===== config.mk =====
export PLATFORM = sky130hd
export DESIGN_NAME = imem_loader
export DESIGN_NICKNAME = d
export VERILOG_FILES = /design/src/rtl/imem_loader_pkg.sv /design/src/rtl/imem_loader_byte_packer.sv /design/src/rtl/imem_loader.sv
export SDC_FILE = /design/constraint.sdc
export NUM_CORES = 1
export LEC_CHECK = 0
export CAP_MARGIN = 20
export CORE_AREA = 2 2 188 190
export CTS_BUF_LIST = sky130_fd_sc_hd__clkbuf_16
export CTS_CLUSTER_SIZE = 16
export DETAILED_ROUTE_END_ITERATION = 8
export DIE_AREA = 0 0 190 192
export GPL_TIMING_DRIVEN = 0
export REMOVE_ABC_BUFFERS = 1
export SYNTH_ARGS = -nofsm -noshare
export SYNTH_HDL_FRONTEND = slang
export SYNTH_SLANG_ARGS = --single-unit
export TNS_END_PERCENT = 1

===== constraint.sdc =====
create_clock -name clk -period 2.5 [get_ports clk]
set_input_delay 0.5 -clock clk [delete_from_list [all_inputs] [get_ports clk]]
set_output_delay 0.5 -clock clk [all_outputs]
set_load 0.03 [all_outputs]

===== src/rtl/imem_loader_pkg.sv =====
// Shared definitions for the instruction-memory boot loader.
//   state_t   : loader FSM state encoding (3 bits)
//   LEN_BYTES : number of little-endian length bytes that prefix an image
package imem_loader_pkg;

  typedef enum logic [2:0] {
    S_IDLE  = 3'd0,
    S_LEN   = 3'd1,
    S_DATA  = 3'd2,
    S_CSUM  = 3'd3,
    S_DONE  = 3'd4,
    S_ERROR = 3'd5
  } state_t;

  localparam int unsigned LEN_BYTES = 4;
  localparam int unsigned BYTE_W    = 8;
  localparam int unsigned WORD_W    = 32;

endpackage


===== src/rtl/imem_loader_byte_packer.sv =====
// Little-endian byte-to-word packer.
//   clk, rst_n : clock, async active-low reset
//   en         : write data into lane of the word buffer this cycle
//   lane       : byte lane (0 = bits 7:0)
//   data       : byte to place
//   word_c     : buffered word with the current byte already merged in, so
//                the consumer sees the complete word on the cycle the last
//                byte arrives
module byte_packer
  import imem_loader_pkg::*;
(
  input  logic              clk,
  input  logic              rst_n,
  input  logic              en,
  input  logic [1:0]        lane,
  input  logic [BYTE_W-1:0] data,
  output logic [WORD_W-1:0] word_c
);

  logic [WORD_W-1:0] word;

  // Merge the incoming byte into its lane
  always_comb begin
    word_c = word;
    case (lane)
      2'd0:    word_c[7:0]   = data;
      2'd1:    word_c[15:8]  = data;
      2'd2:    word_c[23:16] = data;
      default: word_c[31:24] = data;
    endcase
  end

  // Lanes hold their value while en is low
  always_ff @(posedge clk or negedge rst_n) begin
    if (!rst_n) begin
      word <= '0;
    end else if (en) begin
      word <= word_c;
    end
  end

endmodule


===== src/rtl/imem_loader.sv =====
// Boot-time instruction memory loader.
// Accepts a byte stream {N[31:0] LE, N*4 payload bytes, xor checksum} and
// writes the payload words to word addresses 0..N-1, holding the core in
// stall until the image verifies.
//   clk, rst_n        : clock, async active-low reset
//   start             : pulse; begins a load from IDLE, DONE or ERROR
//   in_valid/in_data  : byte stream input, in_ready : byte accepted
//   mem_wn            : one-cycle write strobe per assembled word
//   mem_address       : word address of the write
//   mem_write_data    : word written
//   core_hold         : fetch stall, busy : load in progress
//   done / error      : sticky completion / failure flags
module imem_loader
  import imem_loader_pkg::*;
#(
  parameter int unsigned DEPTH_WORDS = 256,
  parameter int unsigned ADDR_W      = 32
) (
  input  logic              clk,
  input  logic              rst_n,
  input  logic              start,
  input  logic              in_valid,
  input  logic [BYTE_W-1:0] in_data,
  output logic              in_ready,
  output logic              mem_wn,
  output logic [ADDR_W-1:0] mem_address,
  output logic [WORD_W-1:0] mem_write_data,
  output logic              core_hold,
  output logic              busy,
  output logic              done,
  output logic              error
);

  state_t            state;
  logic [1:0]        byte_cnt;
  logic [ADDR_W-1:0] word_cnt;
  logic [ADDR_W-1:0] n_words;
  logic [BYTE_W-1:0] csum;

  logic              xfer_c;
  logic              pack_en_c;
  logic              last_lane_c;
  logic [ADDR_W-1:0] word_cnt_inc_c;
  logic [WORD_W-1:0] word_c;

  assign xfer_c         = in_valid & in_ready;
  assign pack_en_c      = xfer_c & ((state == S_LEN) | (state == S_DATA));
  assign last_lane_c    = (byte_cnt == 2'(LEN_BYTES - 1));
  assign word_cnt_inc_c = word_cnt + ADDR_W'(1);

  // Shared by the length field and the payload words
  byte_packer u_packer (
    .clk    (clk),
    .rst_n  (rst_n),
    .en     (pack_en_c),
    .lane   (byte_cnt),
    .data   (in_data),
    .word_c (word_c)
  );

  // Loader FSM, counters and checksum
  always_ff @(posedge clk or negedge rst_n) begin
    if (!rst_n) begin
      state          <= S_IDLE;
      in_ready       <= 1'b0;
      mem_wn         <= 1'b0;
      mem_address    <= '0;
      mem_write_data <= '0;
      core_hold      <= 1'b1;
      busy           <= 1'b0;
      done           <= 1'b0;
      error          <= 1'b0;
      byte_cnt       <= '0;
      word_cnt       <= '0;
      n_words        <= '0;
      csum           <= '0;
    end else begin
      mem_wn <= 1'b0;
      case (state)
        S_IDLE, S_DONE, S_ERROR: begin
          if (start) begin
            state     <= S_LEN;
            byte_cnt  <= '0;
            word_cnt  <= '0;
            csum      <= '0;
            done      <= 1'b0;
            error     <= 1'b0;
            busy      <= 1'b1;
            core_hold <= 1'b1;
            in_ready  <= 1'b1;
          end
        end
        S_LEN: begin
          if (xfer_c) begin
            byte_cnt <= byte_cnt + 2'd1;
            if (last_lane_c) begin
              if (word_c > WORD_W'(DEPTH_WORDS)) begin
                state    <= S_ERROR;
                error    <= 1'b1;
                busy     <= 1'b0;
                in_ready <= 1'b0;
              end else if (word_c == '0) begin
                state <= S_CSUM;
              end else begin
                state   <= S_DATA;
                n_words <= ADDR_W'(word_c);
              end
            end
          end
        end
        S_DATA: begin
          if (xfer_c) begin
            byte_cnt <= byte_cnt + 2'd1;
            csum     <= csum ^ in_data;
            if (last_lane_c) begin
              mem_wn         <= 1'b1;
              mem_address    <= word_cnt;
              mem_write_data <= word_c;
              word_cnt       <= word_cnt_inc_c;
              if (word_cnt_inc_c == n_words) begin
                state <= S_CSUM;
              end
            end
          end
        end
        S_CSUM: begin
          if (xfer_c) begin
            busy     <= 1'b0;
            in_ready <= 1'b0;
            if (in_data == csum) begin
              state     <= S_DONE;
              done      <= 1'b1;
              core_hold <= 1'b0;
            end else begin
              state <= S_ERROR;
              error <= 1'b1;
            end
          end
        end
        default: begin
          state <= S_IDLE;
        end
      endcase
    end
  end

endmodule

---- Word-level counts from Yosys, hierarchy flattened ----
Cells that the tools add are included.
operators by class
  add/sub/neg operators ................... 2
  magnitude comparators ................... 1
  equal/unequal tests ..................... 21
  muxes and demuxes ....................... 47
  bitwise logic cells ..................... 6
  reductions and logical operators ........ 19
operator list
  cell                                                            number
  two-way mux 32 bit                                              3
  one-hot mux 32 bit (2 select lines)                             1
  two-way mux 8 bit                                               6
  adder 32 x 1 -> 32 bit, second input constant                   1
  == test 32 bit                                                  1
  greater-than comparator 32 x 9 -> 1 bit, second input constant  1
  logical NOT 32 bit                                              1
  two-way mux 3 bit                                               8
  two-way mux 1 bit                                               20
  != test 2 bit, second input constant                            8
  one-hot mux 8 bit (2 select lines)                              1
  AND reduction 7 bit                                             2
  one-hot mux 3 bit (4 select lines)                              1
  AND reduction 3 bit                                             3
  == test 8 bit                                                   1
  AND reduction 4 bit                                             2
  XOR 8 bit                                                       1
  == test 3 x 2 -> 1 bit, second input constant                   2
  == test 3 bit, second input constant                            2
  != test 2 x 1 -> 1 bit, second input constant                   3
  one-hot mux 1 bit (3 select lines)                              2
  AND reduction 6 bit                                             1
  nonzero test 2 bit                                              3
  OR reduction 3 bit                                              2
  other kinds (15)                                                20
storage, ports and cells
  register bits ........................... 178
  bits of input ports ..................... 12
  output and inout bits ................... 70
  logic and storage cells ................. 109

---- Longest topological paths before layout ----
Gate-level depths: netlist of run 1.
  depth after elaboration ................. 9
  depth in mapped cells ................... 11
  mapped depth without buffers ............ 9

---- By module ----
Synthesis of run 1 repeated with hierarchy kept, for this count alone.
second synthesis, totals
  cell total of the unflattened synthesis .. 899
  area total of the unflattened synthesis .. 8792.2 um^2
modules (own cells, without submodules)
  module       instances  cells an instance  area an instance (um^2)  sequential area each (um^2)
  imem_loader  1          791                7174.4                   3654.8
  byte_packer  1          108                1617.8                   800.8

---- Worst setup path after synthesis of run 1 ----
No wires, ideal clock.
  kind .................................... register -> register
  from .................................... register byte_cnt[0]
  to ...................................... register n_words[10]
  setup time .............................. 132 ps
  arrival ................................. 2405 ps
  required time ........................... 2368 ps
  slack ................................... -37 ps
  cell stages (with the launch flop) ...... 11
  path buffers ............................ 2
  clock period less this slack ............ 2537 ps
  cell sequence ........................... dfrtp_1 -> ha_1 -> clkbuf_1 -> or4_1 -> nor2_1 -> nand3_1 -> o21ai_0 -> nand4_1 -> nor3_2 -> clkbuf_1 -> nor2b_1
on the way
  word-level cells in the longest chain between the ends .. 6
  elaborated cells on any way between the ends .. 14
  those cells by class .................... 1 x order compare; 3 x eq/ne; 4 x mux; 2 x bitwise; 4 x reduce/logical
RTL lines
  what                                                                                  RTL line                               RTL
  start, declared                                                                       imem_loader.sv:35                      logic [1:0] byte_cnt;
  start signal, assigned                                                                imem_loader.sv:95                      byte_cnt <= byte_cnt + 2'd1;
  start signal, assigned                                                                imem_loader.sv:113                     byte_cnt <= byte_cnt + 2'd1;
  == test 2 x 1 -> 1 bit, or another cell as far along                                  imem_loader_byte_packer.sv:25          case (lane)
  OR reduction 3 bit (no source line)                                                   -
  two-way mux 8 bit                                                                     imem_loader_byte_packer.sv:25
  greater-than comparator 32 x 9 -> 1 bit / logical NOT 32 bit (equally long branches)  imem_loader.sv:97, imem_loader.sv:102
  NOT 1 bit (no source line)                                                            -
  AND reduction 5 bit (no source line)                                                  -
  end signal, assigned                                                                  imem_loader.sv:106                     n_words <= ADDR_W'(word_c);
  end, declared                                                                         imem_loader.sv:37                      logic [ADDR_W-1:0] n_words;
Several ways; a longest one is shown, not always the timed one.
A chain may end at the register's enable or synchronous reset.

---- Final worst setup path of run 1 ----
  from .................................... register word_cnt[1]
  to ...................................... register state[0]
on the way
  word-level cells in the longest chain between the ends .. 4
RTL lines
  what                                     RTL line            RTL
  start, declared                          imem_loader.sv:36   logic [ADDR_W-1:0] word_cnt;
  start signal, assigned                   imem_loader.sv:119  word_cnt <= word_cnt_inc_c;
  adder 32 x 1 -> 32 bit                   imem_loader.sv:49   assign word_cnt_inc_c = word_cnt + ADDR_W'(1);
  == test 32 bit                           imem_loader.sv:120  if (word_cnt_inc_c == n_words) begin
  != test 2 x 1 -> 1 bit (no source line)  -
  AND reduction 7 bit (no source line)     -
  end signal, assigned                     imem_loader.sv:64   state <= S_IDLE;
  end signal, assigned                     imem_loader.sv:121  state <= S_CSUM;
  end signal, assigned                     imem_loader.sv:131  state <= S_DONE;
  end, declared                            imem_loader.sv:34   state_t state;
Every way passes these cells.

==> impl_metrics.csv, run 1 <==
group,metric,value,unit
run_status,status,"finished with violations",
run_status,violations,"negative setup slack",
pwr,powerDensity,878,nW/um^2
cts,clk_pin_slew,0.07,ns
synthesis,async_flop_share,100,%
global_routing,gr-total-overflow,0,
cts,cts_root_buffer,"clkbuf_16",
cells_and_area,drive_above_1_share,18.2,%
timing,layout_setup_ws,-0.00171,ns
synthesis,ys_top_cells_by_area,"dfrtp_1 52%, nand2_1 9.0%, mux2_2 4.2%, o21ai_0 3.9%, xnor2_1 3.6%",
floorplanning,die_h,192,um
detailed_routing,first_pass_iters,4,
global_routing,grtUsageTotal,12.7,%
timing,finalHoldViolations,0,
pwr,power.leakage,0.00497,uW
timing,hold_ws,0.0528,ns
detailed_routing,routedWlPerCell,15.6,um
worst_hold_path,min_path_type,"input pin to asynchronous set/reset pin",
worst_setup_path,path_buf_inv,0,
cts,insertion_delay,0.44,ns
cts,clockBufferDepth,2,
synthesis,synth_edf_count,0,
synthesis,synth_largest_area_cell,"dfrtp_1",
global_routing,grt_max_degree,93,
timing,skew,0.0116,ns
flow_run,maxCapViolCount,0,
synthesis,synth-seq-area-share,52.1,%
detailed_routing,drc,0,
worst_setup_path,crit_slowest_cell,"or4_4",
placed_design,hpwl,14800,um
timing,tightestPinTransition,0.717,ns
synthesis,syn_area,8550,um^2
floorplanning,rows,68,
cts,cts_tree,"done",
global_routing,antenna_found_initial,1,
floorplanning,core,34300,um^2
detailed_routing,vias_per_cell,4.59,
worst_setup_path,end_kind,"register",
timing,min_period,2.50,ns
synthesis,synth_flop_cell,"dfrtp_1",
cts,htreeDepth,4,
cts,holdBufCountCts,0,
worst_setup_path,critPathRequiredTime,2.83,ns
synthesis,synth.distinct_cells,54,
cts,clock_sink_count,178,
timing,rsz0062_at_grt,"true",
floorplanning,fp.dieArea,36500,um^2
cts,cts_buffers,17,
cells_and_area,synthToLayoutAreaGrowth,29.9,%
worst_setup_path,path_delay_family,"simple AND/OR/NAND/NOR gates",
worst_setup_path,cpPeakStageDelay,0.50,ns
synthesis,synth_top_area_share,51.8,%
floorplanning,die_x,190,um
cells_and_area,final_nets,994,
timing,setup_violations,1,
detailed_routing,drt_iter0_markers,395,
global_routing,grt_pass1_vias,6546,
synthesis,yosys_warnings,0,
worst_setup_path,start_kind,"register",
timing,max_freq,400,MHz
cells_and_area,final_core_util,32.4,%
floorplanning,ios,82,
timing,period_share,100,%
global_routing,grt_first_pass_wirelength,36300,um
worst_setup_path,critPathArrivalTime,2.83,ns
pwr,vdd_drop_max,0.000651,V
worst_setup_path,cp_max_fo,8,
detailed_routing,vias,6636,
detailed_routing,wirelength,22600,um
floorplanning,start_util,24.9,%
worst_setup_path,worstSetupPathType,"register to register",
timing,slew_violations,0,
synthesis,synth-seq-cells,178,
placed_design,gp_congestion,0.760,
timing,slew_headroom,52.0,%
synthesis,syn_inst,888,
synthesis,syn-mean-instance-area,9.63,um^2
detailed_routing,drt.antenna.violating_nets,0,
placed_design,io_buffers,81,
worst_setup_path,crit_chain,"ha_4 -> and4_4 -> nand4bb_4 -> or4_4 -> and3_1 -> o22ai_2 -> nor4_2 -> a31oi_1 -> o21ai_1",
cells_and_area,antennaDiodeCount,0,
==> stage by stage <==
| step | total power, uW | std cells | setup slack [ns] | TNS [ns] | cell area [um^2] |
|---|---|---|---|---|---|
| after floorplan | 5680 | 825 | -4.39 | -349.36 | 8290 |
| after global placement | 6740 | 1361 | -9.36 | -1997.02 | 9670 |
| after detailed placement | 6830 | 1373 | -1.54 | -155.65 | 9880 |
| after CTS | 9660 | 1414 | -0.0830 | -0.623 | 10700 |
| after global routing | 10300 | 1445 | -0.109 | -0.661 | 11100 |
| final | 9750 | 1445 | -0.00171 | -0.00171 | 11100 |
==> cells by family (layout without fill, tap and decap cells) <==
family	Yosys count	after routing	synth area share, %
mux	59	59	7.38
xor+xnor	51	51	5.22
compound gates	153	153	10.7
fa+ha+maj	5	5	0.732
buf+inv	70	171	3.32
flops	178	178	52.1
simple gates	372	373	20.5
==> layer usage <==
layer  wire (um)  share of wire (%)  vias to the layer above  GRT usage [%]
met4         247                1.1                        2           4.00
met1       10800                 48                     3261           17.1
met2       10700                 47                      120           20.4
li1            -                  -                     3235              -
met3         831                3.7                       18           2.59
met5          16              0.071                        -              0
==> placed cells by master (no fill, tap or decap), drive strengths merged, types with 4 or more instances in the layout <==
master	Yosys	final
a21oi	30	30
and3	6	6
o31ai	14	14
nand3	19	19
a22o	10	10
xnor2	35	35
mux2	32	32
inv	7	14
a31oi	11	11
nor3	8	9
ha	5	5
and2	5	5
dfrtp	177	177
clkinv	0	5
nand2	205	205
clkbuf	47	19
nand2b	20	20
nor2	35	35
buf	16	49
dlygate4sd2	0	7
o21ai	68	68
nand4	21	21
nor2b	24	24
xor2	16	16
nor4	16	16
clkdlybuf4s50	0	72
and4	4	4
mux2i	27	27
==> worst reg2reg max path, delay by kind of cell, from the launching register on <==
| kind | cells | cell delay, ns |
|---|---|---|
| AND/OR/NAND/NOR | 5 | 1.29 |
| AO/OA/AOI/OAI | 3 | 0.52 |
| adder cells (fa/ha/maj) | 1 | 0.17 |
| flip-flops | 1 | 0.41 |
==> cells in the mapped netlist (all sizes together), types with 14 or more instances <==
library cell	instances
nor2	35
a21oi	30
nand2	205
nor4	16
nand4	21
buf	16
mux2i	27
nand3	19
mux2	32
xnor2	35
nor2b	24
dfrtp	177
xor2	16
nand2b	20
o21ai	68
clkbuf	47
o31ai	14
==> final timing paths <==
check / startpoint / endpoint / slack, ns / cells after the start
setup reg to reg: word_cnt[1] / state[0] / -0.002 / 9
setup / recovery: word_cnt[1] / state[0] / -0.002 / 9
min in group clk: core_hold / core_hold / 0.46 / 2
hold / removal: rst_n / u_packer.word[13] / 0.05 / 1
max in group asynchronous: rst_n / word_cnt[18] / 1.52 / 2
hold reg to reg: core_hold / core_hold / 0.46 / 2
==> state kept, by name (all words and copies together) (netlist names) <==
| register | flops |
|---|---|
| mem_address | 32 |
| mem_write_data | 32 |
| n_words | 32 |
| u_packer.word | 32 |
| word_cnt | 32 |
| csum | 8 |
| state | 3 |
| byte_cnt | 2 |
| busy | 1 |
| core_hold | 1 |
| done | 1 |
| error | 1 |
| mem_wn | 1 |
==> where the power goes <==
| part | internal, uW | leakage [uW] | total [uW] | switching (uW) |
|---|---|---|---|---|
| Sequential | 3470 | 0.00238 | 3910 | 439 |
| Clock | 1500 | 0.000288 | 2750 | 1250 |
| Combinational | 1360 | 0.00231 | 3090 | 1730 |
==> timing repair <==
item | in CTS | in global routing
setup buffers | 8 | 29
setup endpoints to repair | 165 | 55
pin swaps | 10 | 18
cloned | 1 | 2
gates resized for setup | 43 | 47
==> cell type report <==
type,instances,area [um^2]
Fill cell,3498,23200
Timing Repair Buffer,132,1350
Tap cell,455,569
Inverter,7,38.8
Clock inverter,15,168
Clock buffer,17,425
Multi-Input combinational cell,641,4070
Sequential cell,178,4480
No activity file was read; power rests on OpenSTA's default activity.
==> inputs of run 2 (changes only) <==
Settings changed: CTS_CLUSTER_DIAMETER from default to 50.
==> results of run 2 <==
The final DEF is identical to that of run 1; final timing and power are the same.
